[src/rtl/tcp_tx_ptr_pkg.sv]
// Shared types and default widths for the per-flow TX pointer store.
package tcp_tx_ptr_pkg;

   localparam int DEF_FLOW_ID_W = 3;
   localparam int DEF_PTR_W     = 14;

   typedef logic [DEF_PTR_W:0] ptr_t;

   typedef struct packed {
      logic [DEF_FLOW_ID_W-1:0] flowid;
      ptr_t                     data;
   } ptr_rd_resp_t;

endpackage

[src/rtl/tcp_tx_ptr_rd_port.sv]
// One-entry read response register with valid/ready handshake and bypass select.
module tcp_tx_ptr_rd_port
   import tcp_tx_ptr_pkg::*;
#(
   parameter int FLOW_ID_W = DEF_FLOW_ID_W,
   parameter int PTR_W     = DEF_PTR_W
) (
   input  logic                 clk,
   input  logic                 rst_n,
   input  logic                 req_val,
   input  logic [FLOW_ID_W-1:0] req_flowid,
   output logic                 req_rdy,
   input  logic                 byp_val,
   input  logic [PTR_W:0]       byp_data,
   input  logic [PTR_W:0]       mem_data,
   output logic                 resp_val,
   output logic [FLOW_ID_W-1:0] resp_flowid,
   output logic [PTR_W:0]       resp_data,
   input  logic                 resp_rdy
);

   logic           acc;
   logic [PTR_W:0] sel;

   assign req_rdy = !resp_val || resp_rdy;
   assign acc     = req_val && req_rdy;
   assign sel     = byp_val ? byp_data : mem_data;

   always_ff @(posedge clk or negedge rst_n) begin
      if (!rst_n) begin
         resp_val    <= 1'b0;
         resp_flowid <= '0;
         resp_data   <= '0;
      end else if (acc) begin
         resp_val    <= 1'b1;
         resp_flowid <= req_flowid;
         resp_data   <= sel;
      end else if (resp_rdy) begin
         resp_val    <= 1'b0;
      end
   end

endmodule

[src/rtl/tcp_tx_ptr_store.sv]
// Per-flow {tail, head} TX payload pointer store with tail overflow guard.
module tcp_tx_ptr_store
   import tcp_tx_ptr_pkg::*;
#(
   parameter int FLOW_ID_W = DEF_FLOW_ID_W,
   parameter int PTR_W     = DEF_PTR_W
) (
   input  logic                 clk,
   input  logic                 rst_n,
   input  logic                 app_tail_ptr_tx_wr_req_val,
   input  logic [FLOW_ID_W-1:0] app_tail_ptr_tx_wr_req_flowid,
   input  logic [PTR_W:0]       app_tail_ptr_tx_wr_req_data,
   output logic                 tail_ptr_app_tx_wr_req_rdy,
   input  logic                 app_tail_ptr_tx_rd_req_val,
   input  logic [FLOW_ID_W-1:0] app_tail_ptr_tx_rd_req_flowid,
   output logic                 tail_ptr_app_tx_rd_req_rdy,
   output logic                 tail_ptr_app_tx_rd_resp_val,
   output logic [FLOW_ID_W-1:0] tail_ptr_app_tx_rd_resp_flowid,
   output logic [PTR_W:0]       tail_ptr_app_tx_rd_resp_data,
   input  logic                 app_tail_ptr_tx_rd_resp_rdy,
   input  logic                 app_head_ptr_tx_rd_req_val,
   input  logic [FLOW_ID_W-1:0] app_head_ptr_tx_rd_req_flowid,
   output logic                 head_ptr_app_tx_rd_req_rdy,
   output logic                 head_ptr_app_tx_rd_resp_val,
   output logic [FLOW_ID_W-1:0] head_ptr_app_tx_rd_resp_flowid,
   output logic [PTR_W:0]       head_ptr_app_tx_rd_resp_data,
   input  logic                 app_head_ptr_tx_rd_resp_rdy,
   input  logic                 eng_head_ptr_wr_req_val,
   input  logic [FLOW_ID_W-1:0] eng_head_ptr_wr_req_flowid,
   input  logic [PTR_W:0]       eng_head_ptr_wr_req_data,
   output logic                 head_ptr_eng_wr_req_rdy,
   input  logic                 init_ptr_wr_req_val,
   input  logic [FLOW_ID_W-1:0] init_ptr_wr_req_flowid,
   input  logic [PTR_W:0]       init_ptr_wr_req_data,
   output logic                 tail_ovf_err
);

   localparam int DEPTH = 2**FLOW_ID_W;
   localparam logic [PTR_W:0] OCC_MAX = {1'b1, {PTR_W{1'b0}}};

   logic [PTR_W:0] head_mem [DEPTH];
   logic [PTR_W:0] tail_mem [DEPTH];

   logic           tail_acc;
   logic           tail_ovf;
   logic           tail_we;
   logic           head_we;
   logic [PTR_W:0] occ;

   logic           t_init_hit;
   logic           t_byp_val;
   logic [PTR_W:0] t_byp_data;
   logic           h_init_hit;
   logic           h_byp_val;
   logic [PTR_W:0] h_byp_data;

   assign tail_ptr_app_tx_wr_req_rdy = !init_ptr_wr_req_val;
   assign head_ptr_eng_wr_req_rdy    = !init_ptr_wr_req_val;

   // Occupancy is checked against the head as stored, ignoring same-cycle advances
   assign occ      = app_tail_ptr_tx_wr_req_data
                   - head_mem[app_tail_ptr_tx_wr_req_flowid];
   assign tail_ovf = occ > OCC_MAX;
   assign tail_acc = app_tail_ptr_tx_wr_req_val && tail_ptr_app_tx_wr_req_rdy;
   assign tail_we  = tail_acc && !tail_ovf;
   assign head_we  = eng_head_ptr_wr_req_val && head_ptr_eng_wr_req_rdy;

   always_ff @(posedge clk or negedge rst_n) begin
      if (!rst_n) begin
         for (int i = 0; i < DEPTH; i++) begin
            head_mem[i] <= '0;
            tail_mem[i] <= '0;
         end
         tail_ovf_err <= 1'b0;
      end else begin
         if (init_ptr_wr_req_val) begin
            head_mem[init_ptr_wr_req_flowid] <= init_ptr_wr_req_data;
            tail_mem[init_ptr_wr_req_flowid] <= init_ptr_wr_req_data;
         end
         if (tail_we)
            tail_mem[app_tail_ptr_tx_wr_req_flowid] <= app_tail_ptr_tx_wr_req_data;
         if (head_we)
            head_mem[eng_head_ptr_wr_req_flowid] <= eng_head_ptr_wr_req_data;
         if (tail_acc && tail_ovf)
            tail_ovf_err <= 1'b1;
      end
   end

   // Init and the other writers are mutually exclusive, so init simply wins the mux
   assign t_init_hit = init_ptr_wr_req_val
                    && init_ptr_wr_req_flowid == app_tail_ptr_tx_rd_req_flowid;
   assign t_byp_val  = t_init_hit || (tail_we
                    && app_tail_ptr_tx_wr_req_flowid == app_tail_ptr_tx_rd_req_flowid);
   assign t_byp_data = t_init_hit ? init_ptr_wr_req_data
                                  : app_tail_ptr_tx_wr_req_data;

   assign h_init_hit = init_ptr_wr_req_val
                    && init_ptr_wr_req_flowid == app_head_ptr_tx_rd_req_flowid;
   assign h_byp_val  = h_init_hit || (head_we
                    && eng_head_ptr_wr_req_flowid == app_head_ptr_tx_rd_req_flowid);
   assign h_byp_data = h_init_hit ? init_ptr_wr_req_data
                                  : eng_head_ptr_wr_req_data;

   tcp_tx_ptr_rd_port #(.FLOW_ID_W(FLOW_ID_W), .PTR_W(PTR_W)) u_tail_rd (
      .clk         (clk),
      .rst_n       (rst_n),
      .req_val     (app_tail_ptr_tx_rd_req_val),
      .req_flowid  (app_tail_ptr_tx_rd_req_flowid),
      .req_rdy     (tail_ptr_app_tx_rd_req_rdy),
      .byp_val     (t_byp_val),
      .byp_data    (t_byp_data),
      .mem_data    (tail_mem[app_tail_ptr_tx_rd_req_flowid]),
      .resp_val    (tail_ptr_app_tx_rd_resp_val),
      .resp_flowid (tail_ptr_app_tx_rd_resp_flowid),
      .resp_data   (tail_ptr_app_tx_rd_resp_data),
      .resp_rdy    (app_tail_ptr_tx_rd_resp_rdy)
   );

   tcp_tx_ptr_rd_port #(.FLOW_ID_W(FLOW_ID_W), .PTR_W(PTR_W)) u_head_rd (
      .clk         (clk),
      .rst_n       (rst_n),
      .req_val     (app_head_ptr_tx_rd_req_val),
      .req_flowid  (app_head_ptr_tx_rd_req_flowid),
      .req_rdy     (head_ptr_app_tx_rd_req_rdy),
      .byp_val     (h_byp_val),
      .byp_data    (h_byp_data),
      .mem_data    (head_mem[app_head_ptr_tx_rd_req_flowid]),
      .resp_val    (head_ptr_app_tx_rd_resp_val),
      .resp_flowid (head_ptr_app_tx_rd_resp_flowid),
      .resp_data   (head_ptr_app_tx_rd_resp_data),
      .resp_rdy    (app_head_ptr_tx_rd_resp_rdy)
   );

endmodule

[config.mk]
export PLATFORM = sky130hd
export DESIGN_NAME = tcp_tx_ptr_store
export DESIGN_NICKNAME = d
export VERILOG_FILES = /design/src/rtl/tcp_tx_ptr_pkg.sv /design/src/rtl/tcp_tx_ptr_rd_port.sv /design/src/rtl/tcp_tx_ptr_store.sv
export SDC_FILE = /design/constraint.sdc
export NUM_CORES = 1
export LEC_CHECK = 0
export BUFFER_PORTS_ARGS = -buffer_cell sky130_fd_sc_hd__buf_4
export CAP_MARGIN = 20
export CORE_ASPECT_RATIO = 0.9
export CORE_MARGIN = 1
export CORE_UTILIZATION = 30
export CTS_CLUSTER_DIAMETER = 200
export CTS_CLUSTER_SIZE = 20
export DETAILED_ROUTE_END_ITERATION = 8
export SYNTH_ARGS = -nofsm -noshare
export SYNTH_HDL_FRONTEND = slang
export SYNTH_SLANG_ARGS = --single-unit
[constraint.sdc]
create_clock -name clk -period 8 [get_ports clk]
set_clock_uncertainty 0.15 [all_clocks]
set_input_delay 1.6 -clock clk [delete_from_list [all_inputs] [get_ports clk]]
set_output_delay 1.6 -clock clk [all_outputs]
set_load 0.03 [all_outputs]
==> results.md, run 1 <==
- Status: complete, no violations
- Vias in the first global route: 14876
- Total congestion overflow: 0
- Clk slew on worst S/H paths: around 0.09 ns
- CP peak stage delay: ~0.87 ns
- Inst Count DP: 2443
- Post-Route Utilization: about a third
- CP max-delay cell: or4_1
- CP max FO: 36
- Resize count post-CTS: 0
- Family with the most delay on the worst path: compound AO/OA/AOI/OAI gates
- Share of layout cells above drive strength 1: 16.55%
- Depth of the worst register-to-register path: 11
- Cell Rows: 80
- Mean post-synth cell area: 9.301 sq um
- Primary FF master, synth: dfrtp_1
- Core Box Area: between 50000 and 60000 sq um
- Final period util: roughly 80%
- HP Class: reg -> reg
- Critical Path AT: 6.87 ns
- Post-synth ARST share: 100.0%
- Initial antenna violation count: 3
- Worst reg-to-reg setup slack: ~2.8 ns
- Req. time, crit path: 8.28 ns
- Layout Nets: ~1800
- Hold Path Origin: u_head_rd.resp_data[5]
- Number of setup buffers added after CTS: 0
- Area Overhead vs Synth: 11.31%
- Most frequent cells in the layout: nand2_1, dfrtp_1, buf_4, nor2_1, a21oi_1
- CTS root buffer: clkbuf_16
- Initial core utilization: a little under a third
- Final Max Tran Viols: 0
- Drc violations: 0
- Final Hold Fails: 0
- GRT Overall Usage: between 20 and 30%
- Worst slew margin: between 20% and 30%
- Clock Tree Buf Depth: 3
- HPWL Detailed: around 48 mm
- Hold buffer count at CTS: 0
- Syn Inst Count: roughly 1800
- Clock sink count: between 200 and 300
- First-pass GRT wire length: 104.6 mm
- Worst VDD drop: 0.1203 mV
- Buf/Inv on CP: 3
- CP Launch Type: input pin
- Post-route insts no fill: between 2000 and 2500
- Critical path endpoint category: register
- Fmax: approximately 150 MHz
- Antenna Nets Post-Route: 0
- 1st-iter DRT viols: 1776
- Total Power: roughly 0.0046 W
- H-tree depth: 1
- Via/cell ratio: around 6.2
- IO Pins: between 100 and 150
- Clock latency on the worst-skew pair: 0.52 ns
- CTS tree: built
- Critical path cell sequence: buf_4 > clkinv_1 > nor2_1 > a22oi_1 > o221ai_1 > ha_1 > inv_1 > fa_1 > a21o_1 > a221o_1 > a2111oi_4 > o21ba_1 > o2111ai_1 > o31a_1 > or4_1 > a32oi_1
- Reg-to-reg endpoint: tail_mem[87]
- Slew @ Worst Pin: 1.084 ns
- Die X: about 250 microns
- PD cells: 252.0 nW/um^2
- Seq/Total Area, Yosys: a little over two fifths
- WHS Endpoint: u_head_rd.resp_data[5]
- Setup TNS Final: 0 ns
- WL per Instance: roughly 29 microns
- RD Place Congestion: approximately 0.96
- DIE AREA: ~56000 sq um
- Pleak: 8.015 nW
- RSZ-0062 raised after global routing: false
- Die height: about 220 microns
- Drt first pass iters: 8
- Vias: 15315
- Pin count of the biggest net entering global routing: 74
- Clock buffer count from CTS: 17
- Synth warnings: 0
- Final setup fails: 0
- Crit path kind: in -> reg
- Leading cell type in the layout, fill and taps excluded: nand2_1
- Min cycle time layout: approximately 6.6 ns
- Count of different cell masters after synthesis: 61
- Mapped Area: 16430 sq um
- Hold Path Depth: 2
- Port buffer count: 111
- EDFF count, synth: 0
- Total wire length: between 70 and 80 mm
- #FFs+latches synth: 279
- FILL cells: between 5000 and 6000
- Critical R2R Launch: head_mem[20]
- Syn_nets: ~1900
- Max Cap Viol: 0
-- synth_stat cells, drive strengths merged, types with 13 or more instances --
cell | n | area [sq um]
a211oi | 17 | 127.6
a21o | 45 | 337.8
a21oi | 109 | 556.8
a221oi | 13 | 113.9
a22oi | 19 | 142.6
a31oi | 58 | 362.9
a32oi | 107 | 944.7
and2 | 14 | 87.58
buf | 26 | 145.1
clkbuf | 150 | 563.0
dfrtp | 279 | 6982
ha | 14 | 175.2
mux2 | 28 | 315.3
mux2i | 34 | 340.3
mux4 | 68 | 1531
nand2 | 416 | 1562
nor2 | 119 | 446.7
nor2b | 26 | 162.7
nor3 | 23 | 115.1
o211a | 15 | 150.1
o21ai | 46 | 230.2
o31ai | 18 | 135.1
xnor2 | 13 | 113.9
-- worst register-to-register path: stages (launching register included) --
cell	delay (ns)
dfrtp_1	0.43
mux4_2	0.48
mux2i_1	0.50
ha_1	0.45
and3_1	0.19
a221o_1	0.45
a2111oi_4	0.35
o21ba_1	0.18
o2111ai_1	0.21
o31a_1	0.49
or4_1	0.87
a32oi_1	0.35
-- layout make-up --
type / instances / area [sq um] / share of cell area (%)
multi-input cells: 1301 / 8777 / 48.01
inverters: 10 / 37.54 / 0.2053
repair buffers: 156 / 1179 / 6.446
flip-flops and latches: 279 / 6982 / 38.19
well taps: 697 / 872.1 / 4.770
clock buffers: 18 / 429.2 / 2.347
diodes: 3 / 7.507 / 0.04106
-- metrics by stage --
| stage | area (sq um) | worst slack, ns | hold slack [ns] |
|---|---|---|---|
| floorplan | 16430 | 1.484 | 0.3744 |
| global placement | 17850 | 1.197 | 0.3246 |
| detailed placement | 17850 | 1.068 | 0.3272 |
| CTS | 18280 | 1.584 | 0.3474 |
| global route | 18280 | 1.145 | 0.3738 |
| finish | 18280 | 1.404 | 0.3389 |
-- kinds of logic after synthesis --
| kind of cell | share of synthesized area, % |
|---|---|
| AO/OA/AOI/OAI | 20.88 |
| XOR/XNOR | 0.9064 |
| adder cells (fa/ha/maj) | 1.188 |
| buffers and inverters | 4.540 |
| flip-flops | 42.50 |
| multiplexers | 13.32 |
| AND/OR/NAND/NOR | 16.67 |
-- power breakdown --
group	total, W	internal [W]	switching [W]	leakage (nW)
Combinational	0.00162	0.000715	0.000902	4.38
Clock	0.000887	0.000383	0.000504	0.211
Sequential	0.00210	0.00180	0.000303	3.42
-- registers in the layout, summed over array words and instances, names as in the netlist --
signal                 count
u_head_rd.resp_data       15
u_tail_rd.resp_data       15
u_tail_rd.resp_flowid      3
head_mem                 120
tail_ovf_err               1
u_tail_rd.resp_val         1
tail_mem                 120
u_head_rd.resp_flowid      3
u_head_rd.resp_val         1
-- worst max path at each step --
stage	from	to	slack (ns)	cells past startpoint
finish	app_tail_ptr_tx_wr_req_flowid[1]	tail_mem[87]	1.40	16
global route	app_tail_ptr_tx_wr_req_flowid[1]	tail_mem[110]	1.14	16
CTS	app_tail_ptr_tx_wr_req_flowid[1]	tail_mem[87]	1.58	16
detailed placement	app_tail_ptr_tx_wr_req_flowid[1]	tail_mem[84]	1.07	16
global placement	app_tail_ptr_tx_wr_req_flowid[2]	tail_mem[86]	1.20	16
floorplan	app_tail_ptr_tx_wr_req_flowid[1]	tail_mem[110]	1.48	21
-- per-layer routing --
layer | vias to the layer above | share of wire (%) | global-route usage (%) | wire [microns]
met5 | - | 0 | 0 | 0
met1 | 7656 | 40 | 34.17 | 28710
met4 | 0 | 5.5 | 13.14 | 3963
met3 | 192 | 12 | 6.891 | 8414
li1 | 6453 | - | - | -
met2 | 1014 | 43 | 37.26 | 30390
(Power assumes the default switching activity.)
==> run 2: changes to the inputs <==
--- a/config.mk
+++ b/config.mk
@@ -5,6 +5,7 @@
 export SDC_FILE = /design/constraint.sdc
 export NUM_CORES = 1
 export LEC_CHECK = 0
+export ABC_AREA = 1
 export BUFFER_PORTS_ARGS = -buffer_cell sky130_fd_sc_hd__buf_4
 export CAP_MARGIN = 20
 export CORE_ASPECT_RATIO = 0.9
==> constraint.sdc (replaced) <==
create_clock -name clk -period 6.1 [get_ports clk]
set_clock_uncertainty 0.15 [all_clocks]
set_input_delay 1.22 -clock clk [delete_from_list [all_inputs] [get_ports clk]]
set_output_delay 1.22 -clock clk [all_outputs]
set_load 0.03 [all_outputs]
==> run 2 against run 1 <==
  * Non-clock buffer count grew 4
  * Register-to-register slack lost 0.61 ns
  * Cell count grew 31%
  * Synthesized area grew 7.4%
  * Count of clock-buffer cells in the layout is the same
  * Largest cell class unchanged
==> results.md, run 2 <==
- Vias: 17624 (+15%)
- Initial antenna violation count: 2 (-1)
- DIE AREA: 59770 sq um (+7.3%)
- FILL cells: 6287 (+16%)
- Vias in the first global route: 16808 (+13%)
- Final setup fails: 0 (unchanged)
- Port buffer count: 111 (unchanged)
- Most frequent cells in the layout: nand2_1, o21ai_0, inv_1, dfrtp_1, buf_4
- H-tree depth: 1 (unchanged)
- Hold buffer count at CTS: 0 (unchanged)
- PD cells: 294.9 nW/um^2 (+17%)
- RSZ-0062 raised after global routing: false
- Cell Rows: 83 (+3.8%)
- Seq/Total Area, Yosys: 39.58% (-2.9 points)
- Layout Nets: 2559 (+38%)
- Hold slack: 0.3407 ns (+0.001729 ns)
- Post-synth top area share: 39.58% (-2.9 points)
- Final period util: 83.18%
- WHS Endpoint: u_tail_rd.resp_data[13]
- Die height: 232.0 microns (+3.6%)
- CP peak stage delay: 0.61 ns (-0.26 ns)
- Reg-to-reg endpoint: tail_mem[87]
- Worst reg-to-reg setup slack: 2.21 ns (-0.61 ns)
- Status: complete, no violations
- CP max FO: 30 (-17%)
- Drc violations: 0 (unchanged)
- Clock sink count: 279 (unchanged)
- Clk slew on worst S/H paths: 0.08 ns (about the same)
- Total wire length: 75.48 mm (+5.6%)
- Most common cell on crit path: nand2_1
- CTS root buffer: clkbuf_16
- Syn_nets: 2548 (+38%)
- Req. time, crit path: 6.37 ns (-1.91 ns)
- Resize count post-CTS: 0 (unchanged)
- Crit path kind: in -> reg
- Clock Tree Buf Depth: 3 (unchanged)
- Area Overhead vs Synth: 10.72%
- Share of layout cells above drive strength 1: 8.407% (-8.1 points)
- Yosys top cell by area: dfrtp_1
- Worst VDD drop: 0.2029 mV (+69%)
- Family with the most delay on the worst path: simple AND/OR/NAND/NOR gates
- Clock buffer count from CTS: 17 (unchanged)
- Synth warnings: 0 (unchanged)
- Count of different cell masters after synthesis: 44 (-28%)
- Fmax: slightly below 200 MHz
- Setup TNS Final: 0 ns (unchanged)
- Critical path endpoint category: register
- Antenna Nets Post-Route: 0 (unchanged)
- Max Cap Viol: 0 (unchanged)
- Hold Path Depth: 2 (unchanged)
- Core Box Area: 57530 sq um (+7.4%)
- CP max-delay cell: inv_1
- Number of setup buffers added after CTS: 0 (unchanged)
- Die X: 257.6 microns (+3.6%)
- Syn Inst Count: 2464 (+40%)
- CP Launch Type: input pin
- Depth of the worst register-to-register path: 21 (+10)
- Clock latency on the worst-skew pair: 0.54 ns (+0.02 ns)
- Drt first pass iters: 5 (-3)
- Final Max Tran Viols: 0 (unchanged)
- Final Hold Fails: 0 (unchanged)
- HPWL Detailed: 53.94 mm (+12%)
- Area of the multi-input gates: 8730 sq um (-0.54%)
- Worst slew margin: 27.45% (-0.22 points)
- FF+latch area: 6982 sq um (unchanged)
- RD Place Congestion: 0.9917 (+2.9%)
- Initial core utilization: 30.66% (about the same)
- Pin count of the biggest net entering global routing: 158 (+110%)
- Hold Path Origin: u_tail_rd.resp_data[13]
- Antenna Diode Count: 0 (-3)
- Leading cell type in the layout, fill and taps excluded: nand2_1
- IO Pins: 112 (unchanged)
- WL per Instance: 23.30 microns (-20%)
- #FFs+latches synth: 279 (unchanged)
- Critical Path AT: 5.34 ns (-1.53 ns)
- Critical path cell sequence: buf_4 > inv_1 > nand3_1 > inv_1 > a21oi_1 > o2111ai_1 > inv_1 > ha_1 > nand2_1 > nor2_1 > nand2_1 > nand3_1 > nand2_1 > nand2_1 > nor2_1 > nand3_1 > nor2_1 > nand2_1 > nand2_4 > nand2_8 > nor2_8 > nand2_1 > o21a_1
- Primary FF master, synth: dfrtp_1
- Post-synth ARST share: 100.0% (unchanged)
- GRT Overall Usage: 24.97% (-0.42 points)
- Most frequent cell after synthesis: nand2_1
- HP Class: reg -> reg
- Regs by FF count: head_mem x120, tail_mem x120
- Slew @ Worst Pin: 1.088 ns (+0.004519 ns)
- Buf/Inv on CP: 4 (+1)
- Mean post-synth cell area: 7.159 sq um (-23%)
- Synth top cells by count: nand2_1, o21ai_0, inv_1
- Critical R2R Launch: head_mem[93]
- First-pass GRT wire length: 111.1 mm (+6.1%)
- Synth area leaders: dfrtp_1, nand2_1, o21ai_0
- Pleak: 9.583 nW (+20%)
- EDFF count, synth: 0 (unchanged)
- CTS tree: built
- Mapped Area: 17640 sq um (+7.4%)
- Via/cell ratio: 5.441 (-12%)
- Min cycle time layout: 5.074 ns
- Total congestion overflow: 0 (unchanged)
- 1st-iter DRT viols: 2101 (+18%)
[run 2: cell count changes after synthesis, moves of 51 or more]
cell and delta:
a21oi_1 -54, a31oi_1 -51, a32oi_1 -106, inv_1 +276, mux4_2 -68, nand2_1 +286
nand3_1 +119, o211ai_1 +107, o21a_1 +111, o21ai_0 +267
[run 2: logic make-up (layout without fill, tap and decap cells)]
kind of cell,count (synthesis),count (layout),synth area share (%)
adder cells (fa/ha/maj),15,15,1.107
flip-flops,279,279,39.58
AO/OA/AOI/OAI,704,704,24.63
XOR/XNOR,5,5,0.2483
buffers and inverters,468,478,11.09
AND/OR/NAND/NOR,993,993,23.34
[run 2: layout make-up]
type                    instances  share of cell area, %
multi-input cells            1717                  44.70
clock buffers                  18                  2.197
inverters                     300                  5.766
well taps                     765                  4.901
repair buffers                160                  6.688
flip-flops and latches        279                  35.75
[run 2: worst max path at each step]
stage                                          start             to  slack (ns)  depth (start not counted)
global route        app_tail_ptr_tx_wr_req_flowid[0]   tail_mem[46]        0.76                         24
finish              app_tail_ptr_tx_wr_req_flowid[0]   tail_mem[87]        1.03                         23
floorplan           app_tail_ptr_tx_wr_req_flowid[1]  tail_mem[100]        1.47                         21
detailed placement  app_tail_ptr_tx_wr_req_flowid[0]   tail_mem[35]        0.60                         23
CTS                 app_tail_ptr_tx_wr_req_flowid[0]   tail_mem[87]        1.15                         23
global placement    app_tail_ptr_tx_wr_req_flowid[0]   tail_mem[84]        0.62                         22
[run 2: layer usage]
layer	global-route usage, %	vias to the layer above	share of wire (%)
met3	4.824	197	9.4
met1	32.83	8371	41
met2	38.22	910	43
li1	-	8142	-
met4	14.28	4	6.4
met5	0	-	0.033
[run 2: metrics by stage]
stage | setup slack (ns) | cells | utilization (%) | total power (W) | cell area (sq um)
after global routing | 0.7565 | 3239 | 33.95 | 0.006112 | 19530
final | 1.026 | 3239 | 33.95 | 0.005760 | 19530
after global placement | 0.6162 | 3218 | 33.10 | 0.004546 | 19040
after CTS | 1.147 | 3237 | 33.87 | 0.005740 | 19490
after detailed placement | 0.5965 | 3219 | 33.13 | 0.004562 | 19060
after floorplan | 1.473 | 2464 | - | 0.003895 | 17640
[run 2: power breakdown]
group	internal (W)	total (W)	leakage [nW]	switching, W
combinational	0.000742	0.00197	6.01	0.00123
clock	0.000504	0.00119	0.211	0.000685
sequential	0.00231	0.00260	3.36	0.000293
total	0.00356	0.00576	9.58	0.00220
[run 2: tightest hold or removal path: cells and delay by family, from the launching register on]
kind	cells	cell delay, ns
and+or+nand+nor	2	0.11
DFF	1	0.35
